$ cat config.mk
export PLATFORM = sky130hd
export DESIGN_NAME = coeff_encode_tx
export DESIGN_NICKNAME = d
export VERILOG_FILES = /design/src/rtl/coeff_encode_tx.sv
export SDC_FILE = /design/constraint.sdc
export NUM_CORES = 1
export LEC_CHECK = 0
export BUFFER_PORTS_ARGS = -buffer_cell sky130_fd_sc_hd__buf_2
export CORE_UTILIZATION = 57
export CTS_CLUSTER_DIAMETER = 150
export DETAILED_ROUTE_END_ITERATION = 6
export PLACE_DENSITY = 0.78
export REMOVE_ABC_BUFFERS = 1
export SETUP_SLACK_MARGIN = 0.4
export SLEW_MARGIN = 10
export SYNTH_ARGS = -nofsm -noshare
export SYNTH_HDL_FRONTEND = slang
export SYNTH_SLANG_ARGS = --single-unit
$ cat constraint.sdc
create_clock -name clk -period 3.3 [get_ports clk]
set_clock_uncertainty 0.1 [all_clocks]
set_input_delay 0.66 -clock clk [delete_from_list [all_inputs] [get_ports clk]]
set_output_delay 0.66 -clock clk [all_outputs]
set_load 0.005 [all_outputs]
$ cat src/rtl/coeff_encode_tx.sv
// Coefficient serializer: packs {sign, value} into a zero-extended word and shifts it
// out MSB first with a one-bit frame marker, behind a 2-entry input FIFO.
module coeff_encode_tx #(
  parameter int WORD_W  = 16,
  parameter int VALUE_W = 8,
  parameter int CNT_W   = 10
) (
  input  logic               clk,
  input  logic               reset,
  input  logic               in_valid,
  output logic               in_ready,
  input  logic               sign,
  input  logic [VALUE_W-1:0] value,
  input  logic               bit_en,
  output logic               tx_data,
  output logic               tx_frame,
  output logic               busy,
  output logic [CNT_W-1:0]   sent_count
);
  localparam int CODE_W = VALUE_W + 1;
  localparam int BCNT_W = $clog2(WORD_W);

  typedef struct packed {
    logic               sign;
    logic [VALUE_W-1:0] value;
  } code_t;

  typedef enum logic {IDLE, SHIFT} state_t;

  state_t              state, nstate;
  code_t               in_code, load_code;
  code_t               mem [2];
  logic                wp, rp;
  logic [1:0]          occ;
  logic [WORD_W-1:0]   shreg;
  logic [BCNT_W-1:0]   bitcnt;
  logic                push, fifo_push, pop, load, bypass, last, empty;

  assign in_code   = '{sign: sign, value: value};
  assign in_ready  = (occ != 2'd2);
  assign empty     = (occ == 2'd0);
  assign push      = in_valid & in_ready;
  assign last      = (state == SHIFT) & bit_en & (bitcnt == '0);
  // A word accepted on the last-bit cycle of an otherwise empty link goes straight
  // into the shift register, so it follows with no idle bit.
  assign fifo_push = push & ~bypass;
  assign load_code = bypass ? in_code : mem[rp];
  assign busy      = (state == SHIFT) | ~empty;

  always_ff @(posedge clk) begin
    if (reset) state <= IDLE;
    else       state <= nstate;
  end

  always_comb begin
    nstate = state;
    case (state)
      IDLE:  if (!empty) nstate = SHIFT;
      SHIFT: if (last && empty && !push) nstate = IDLE;
      default: nstate = IDLE;
    endcase
  end

  always_comb begin
    load   = 1'b0;
    pop    = 1'b0;
    bypass = 1'b0;
    case (state)
      IDLE: if (!empty) begin
        load = 1'b1;
        pop  = 1'b1;
      end
      SHIFT: if (last) begin
        if (!empty) begin
          load = 1'b1;
          pop  = 1'b1;
        end else if (push) begin
          load   = 1'b1;
          bypass = 1'b1;
        end
      end
      default: ;
    endcase
  end

  always_ff @(posedge clk) begin
    if (fifo_push) mem[wp] <= in_code;
  end

  always_ff @(posedge clk) begin
    if (reset) begin
      wp  <= 1'b0;
      rp  <= 1'b0;
      occ <= 2'd0;
    end else begin
      if (fifo_push) wp <= ~wp;
      if (pop)       rp <= ~rp;
      if (fifo_push && !pop)      occ <= occ + 2'd1;
      else if (pop && !fifo_push) occ <= occ - 2'd1;
    end
  end

  always_ff @(posedge clk) begin
    if (reset) begin
      shreg      <= '0;
      bitcnt     <= '0;
      tx_data    <= 1'b0;
      tx_frame   <= 1'b0;
      sent_count <= '0;
    end else begin
      if (bit_en) begin
        if (state == SHIFT) begin
          tx_data  <= shreg[WORD_W-1];
          tx_frame <= (bitcnt == BCNT_W'(WORD_W-1));
        end else begin
          tx_data  <= 1'b0;
          tx_frame <= 1'b0;
        end
      end
      if (load) begin
        shreg  <= {{(WORD_W-CODE_W){1'b0}}, load_code};
        bitcnt <= BCNT_W'(WORD_W-1);
      end else if (state == SHIFT && bit_en) begin
        shreg  <= {shreg[WORD_W-2:0], 1'b0};
        bitcnt <= bitcnt - BCNT_W'(1);
      end
      if (last) sent_count <= sent_count + CNT_W'(1);
    end
  end
endmodule
==> flow_summary.toml, run 1 <==
[outcome]
outcome = "finished clean"

[cts]
cts_root_buf = "clkbuf_8"
ctsResizeCount = 0
path_clk_slew_ns = 0.10
cts_tree = "built"
clockBufferDepth = 2
clkSinkCount = 56
post_cts_buffers = 0
h-tree-depth = 2
clk_latency_ns = 0.31
postCtsHoldBufs = 0
cts_inserted_buffers = 5

[synthesis]
ys_warn_count = 0
yosysSeqAreaShare_pct = 52.63
synth_cells = 241
yosysTopAreaCell = "dfxtp_1"
synth.cell_area_um2 = 2472
yosys-top-cells-area = "dfxtp_1 (31%), edfxtp_1 (22%), nand2_1 (5.8%), mux2_2 (4.1%), a21oi_1 (3.8%)"
syn-mean-instance-area_um2 = 10.26
synth_edf_count = 18
synth_seq_cells = 56
synthArstFlopShare_pct = 0
synth_top_area_share_pct = 30.77
synthFlopType = "dfxtp_1"
yosys.cell_types.count = 36

[timing]
slew_viol_final = 0
final-hold-violation-count = 0
rsz0062_at_grt = "false"
max_slew.worst_pin.slew_ns = 0.7962
relSlewSlack_pct = 46.92
period_minus_slack_ns = 2.497
fin_ws_ns = 0.8027
fmax_ghz = 0.4004
tns_ns = 0
whs_ns = 0.3574
setup_viol = 0
period_share_pct = 75.67

[critical_path]
r2r-end = "occ[1]"
rrSetupSlack_ns = 0.80
arrival_ns = 2.63
crit_start = "bitcnt[0]"
ff2ff_path_depth = 8
crit_slowest_cell = "or3b_1"
cp.required_ns = 3.44
worstSetupStartpointType = "flip-flop"
worstReg2RegStart = "bitcnt[0]"
path_cells = "inv_1, ha_1, or3b_1, o311ai_4, inv_1, ha_1, or3_1, a21oi_1"
cp_slowest_stage_delay_ns = 0.41
worstPathMaxFanout = 4
path_class = "flip-flop to flip-flop"
crit_path_end_kind = "flip-flop"

[detailed_routing]
drt_pre_antenna_iters = 4
totalWireLength_mm = 4.468
drt-initial-drc-count = 99
detail-route-antenna-nets = 0
num_vias = 1773
drc = 0
wire_per_inst_um = 14.14
via_per_inst = 5.611

[place]
hpwl_mm = 3.048
port_buffers = 26
pre_cts_ws_ns = 0.8245
gp_congestion = 0.8172

[hold_path]
hold_depth = 2
hold_end = "shreg[15]"
hold_path.class = "flip-flop to flip-flop"
min_from = "shreg[14]"

[final_layout]
area_growth_pct = 10.43
utilization_pct = 66.81
n_antenna_cell = 0
final_layout_size_suffix_gt1_share_pct = 18.80
final_nets = 283

[pwr]
p_switching_mw = 0.6981
clkPwrFrac_pct = 20.9
netSwitchingFraction_pct = 33.51
combPwrFrac_pct = 31.7
p_int_mw = 1.385
p_per_area_nw_per_um2 = 763.1
total_power_mw = 2.083
p_seq_share_pct = 47.4
ir_worst_vdd_uv = 555.3
leakage_nw = 1.104

[global_routing]
gr-total-overflow = 0
antenna_found_initial = 0
grt_max_degree = 33
grt_usage_pct = 22.20
grt_pass1_wl_mm = 7.527
grt_pass1_vias = 1661

[die]
dieArea_um2 = 4605
rows = 23
die_h_um = 67.86
io_pins = 27
core_um2 = 4086
die_w_um = 67.86
initial_core_util_pct = 60.50

[run]
drv_cap = 0
[routing by layer]
layer | part of all wire, % | global-route usage, % | vias to the layer above
met3 | 3.5 | 3.833 | 6
met2 | 49 | 36.14 | 32
li1 | - | - | 891
met5 | 0 | 0 | -
met4 | 1.3 | 9.375 | 0
met1 | 47 | 29.07 | 844
[layout by cell type (no fill, tap or decap), drive strengths merged]
cell	Yosys	routed
nor3	2	2
or3	3	3
nand4bb	2	2
mux2i	8	8
nand2	39	39
and3	9	9
nand4	5	5
xnor2	6	6
o311ai	1	1
a211oi	8	8
or3b	1	1
clkinv	0	1
mux2	9	9
a22oi	1	1
nor2	17	17
a22o	1	1
dfxtp	38	38
buf	7	29
nor4	1	1
and2	1	1
xor2	9	9
nor3b	1	1
ha	5	5
and4	2	2
bufinv	0	1
or2	1	1
a21oi	19	19
inv	8	8
nand2b	2	2
edfxtp	18	18
a2bb2oi	1	1
clkbuf	5	6
o21ai	5	5
nand3	6	6
[worst max-delay path, delay by kind of cell (launching register included)]
family | cells | cell delay [ns]
simple gates | 2 | 0.76
fa+ha+maj | 2 | 0.53
compound gates | 2 | 0.50
flops | 1 | 0.36
buf+inv | 2 | 0.17
[registers in the layout, summed over array words and instances (netlist names), named ones only]
register / cells
rp: 1
mem: 18
bitcnt: 4
tx_frame: 1
state: 1
shreg: 16
sent_count: 10
occ: 2
wp: 1
tx_data: 1
[final cells by class]
class                           count  area, um^2
Fill cell                         327        1356
Clock buffer                        6       72.57
Inverter                            8       30.03
Tap cell                           50       62.56
Timing Repair Buffer               29       152.6
Multi-Input combinational cell    165        1076
Sequential cell                    56        1301
Clock inverter                      2       35.03
[cells by family after synthesis]
logic type               count (synthesis)  synth area share, %
AND/OR/NAND/NOR                         92                18.98
flip-flops                              56                52.63
AO/OA/AOI/OAI                           36                9.363
buffers and inverters                   20                3.846
multiplexers                            17                7.338
XOR/XNOR                                15                5.314
adder cells (fa/ha/maj)                  5                2.530
[stage by stage]
| stage | area [um^2] | cells |
|---|---|---|
| after floorplan | 2407 | 229 |
| after global placement | 2623 | 308 |
| after global routing | 2730 | 316 |
| after CTS | 2730 | 316 |
| final | 2730 | 316 |
| after detailed placement | 2623 | 308 |
[worst max path at each step]
stage | end | slack [ns] | depth (start not counted)
final | occ[1] | 0.80 | 8
after global routing | occ[1] | 0.65 | 9
after CTS | occ[1] | 0.79 | 8
after detailed placement | occ[1] | 0.82 | 8
after global placement | occ[1] | 0.89 | 7
after floorplan | occ[1] | 0.99 | 8
[power by group through the flow]
stage / clock network, mW / registers [mW] / logic [mW]
after CTS: 0.444 / 0.986 / 0.664
after floorplan: 0 / 0.969 / 0.500
final: 0.436 / 0.987 / 0.660
after global routing: 0.469 / 1.01 / 0.739
after global placement: 0 / 0.994 / 0.638
after detailed placement: 0 / 1.00 / 0.659
[synth_stat cells, types with 8 or more instances]
master	count
a211oi_1	8
a21oi_1	19
and3_1	9
dfxtp_1	38
edfxtp_1	18
inv_1	8
mux2_2	9
mux2i_1	8
nand2_1	38
nor2_1	17
xor2_1	9
(Power assumes the default switching activity.)
==> run 2, diff against run 1 <==
--- a/config.mk
+++ b/config.mk
@@ -6,10 +6,10 @@
 export NUM_CORES = 1
 export LEC_CHECK = 0
 export BUFFER_PORTS_ARGS = -buffer_cell sky130_fd_sc_hd__buf_2
-export CORE_UTILIZATION = 57
+export CORE_UTILIZATION = 52
 export CTS_CLUSTER_DIAMETER = 150
 export DETAILED_ROUTE_END_ITERATION = 6
-export PLACE_DENSITY = 0.78
+export PLACE_DENSITY = 0.75
 export REMOVE_ABC_BUFFERS = 1
 export SETUP_SLACK_MARGIN = 0.4
 export SLEW_MARGIN = 10
==> constraint.sdc (replaced) <==
create_clock -name clk -period 2.04 [get_ports clk]
set_clock_uncertainty 0.1 [all_clocks]
set_input_delay 0.408 -clock clk [delete_from_list [all_inputs] [get_ports clk]]
set_output_delay 0.408 -clock clk [all_outputs]
set_load 0.005 [all_outputs]
==> run 2 against run 1 <==
Compared with the run above: the run now ends with negative setup slack left; combinational power grew to 3.4 times the previous value; flip-flop and latch count stayed put; first-iteration DRC count is 120% higher; clock power is 66% higher; final cell count is 11% higher; global-route usage is 1.3 points higher; hold slack worse by 0.15 ns; via count is 14% higher; critical endpoint unchanged.
==> flow_summary.toml, run 2 (synthesized netlist as in run 1, its figures left out) <==
[place]
hpwl_mm = 3.362
port_buffers = 26
pre_cts_ws_ns = -0.2250
dpl_cell_area_um2 = 2760
gp_congestion = 0.7451

[final_layout]
final_layout_size_suffix_gt1_share_pct = 44.15
largest_register_ff_count = 18
mostFrequentLayoutCells = "nand2_1 (37), dfxtp_1 (34), buf_2 (25)"
reg.largest.list = "mem x18, shreg x16, sent_count x10"
seqCellArea_um2 = 1309
layout_commonest_cell = "nand2_1"
final_nets = 316
finish.instance_area_um2 = 3348
top_register = "mem"
area_growth_pct = 35.43
n_antenna_cell = 0
num-fill-cells = 290
multi_input_area_um2 = 1386

[critical_path]
path_class = "flip-flop to flip-flop"
cp_num_buf_inv = 2
path_cells = "inv_2, ha_4, or3b_4, o311ai_4, inv_2, ha_4, xor2_1, or3_1, a21oi_2"
worstPathMaxFanout = 2
arrival_ns = 2.31
crit_path_end_kind = "flip-flop"
cp.required_ns = 2.19
critPathTopFamily = "simple AND/OR/NAND/NOR gates"
worstSetupStartpointType = "flip-flop"
cp_slowest_stage_delay_ns = 0.38
crit_slowest_cell = "or3b_4"

[pwr]
total_power_mw = 4.535
leakage_nw = 1.328
ir_worst_vdd_uv = 883.5
p_per_area_nw_per_um2 = 1354

[cts]
clockBufferDepth = 2
clk_latency_ns = 0.31
cts_root_buf = "clkbuf_8"
postCtsHoldBufs = 0
clkSinkCount = 56
cts_inserted_buffers = 5
h-tree-depth = 2
path_clk_slew_ns = 0.09
cts_tree = "built"

[global_routing]
antenna_found_initial = 0
grt_pass1_vias = 1914
grt_usage_pct = 23.50
grt_max_degree = 19
gr-total-overflow = 0
grt_pass1_wl_mm = 9.108

[timing]
slew_viol_final = 0
fin_ws_ns = -0.1199
whs_ns = 0.2041
relSlewSlack_pct = 71.19
fmax_ghz = 0.4630
setup_viol = 1
rsz0062_at_grt = "true"
final-hold-violation-count = 0
period_minus_slack_ns = 2.160
max_slew.worst_pin.slew_ns = 0.4315
period_share_pct = 105.9

[die]
io_pins = 27
die_h_um = 70.96
initial_core_util_pct = 55.26
dieArea_um2 = 5035
core_um2 = 4474
die_w_um = 70.96
rows = 24

[hold_path]
hold_path.class = "input pin to flip-flop"

[detailed_routing]
drt_pre_antenna_iters = 6
detail-route-antenna-nets = 0
num_vias = 2030
drc = 0
via_per_inst = 5.783
wire_per_inst_um = 17.57
totalWireLength_mm = 6.168
drt-initial-drc-count = 218

[outcome]
outcome = "finished with violations"
violations = "negative setup slack"

[run]
drv_cap = 0
[run 2: cell count changes in the layout (fill, tap and decap cells not counted), sizes merged]
cell	delta
clkbuf	+1
buf	+31
a22o	+1
nor2	+1
clkinv	-1
[run 2: metal layers]
| layer | global-route usage [%] | part of all wire, % |
|---|---|---|
| met5 | 0 | 0 |
| met3 | 4.701 | 5.4 |
| met1 | 29.56 | 42 |
| met2 | 39.53 | 50 |
| met4 | 10.00 | 2.6 |
[run 2: report_power, final]
group	leakage (nW)	total [mW]	switching, mW	internal [mW]
sequential	0.480	1.57	0.169	1.40
clock	0.0524	0.722	0.354	0.368
combinational	0.796	2.25	1.04	1.21
[run 2: final timing paths]
check	cells past startpoint	to	startpoint	slack, ns
setup / recovery	9	occ[1]	bitcnt[0]	-0.12
hold / removal	1	mem[1][6]	value[6]	0.20
setup reg to reg	9	occ[1]	bitcnt[0]	-0.12
hold reg to reg	2	shreg[13]	shreg[12]	0.36
[run 2: area by class of cell]
cell class	count	share of cell area, %
Clock buffer	7	2.280
Clock inverter	1	0.8969
Tap cell	52	1.943
Sequential cell	56	39.09
Timing Repair Buffer	60	13.49
Multi-Input combinational cell	167	41.41
Inverter	8	0.8969
[run 2: worst reg2reg max path, stage by stage (launching register included)]
cell      delay (ns)
dfxtp_2         0.33
inv_2           0.07
ha_4            0.13
or3b_4          0.38
o311ai_4        0.25
inv_2           0.07
ha_4            0.16
xor2_1          0.14
or3_1           0.34
a21oi_2         0.13
[run 2: per-stage QoR]
stage / std cells / util, % / TNS (ns)
2_1_floorplan: 229 / - / -1.479
3_3_place_gp: 328 / 61.69 / -1.011
3_5_place_dp: 328 / 61.69 / -2.023
4_1_cts: 346 / 69.02 / -0.09951
5_1_grt: 351 / 74.83 / -0.7214
6_report: 351 / 74.83 / -0.1199
[run 2: timing repair]
action,CTS,global route
hold endpoints to repair,0,0
pin swaps,8,19
setup buffers,8,5
cloned,2,0
gates resized for setup,37,47
setup endpoints to repair,44,53
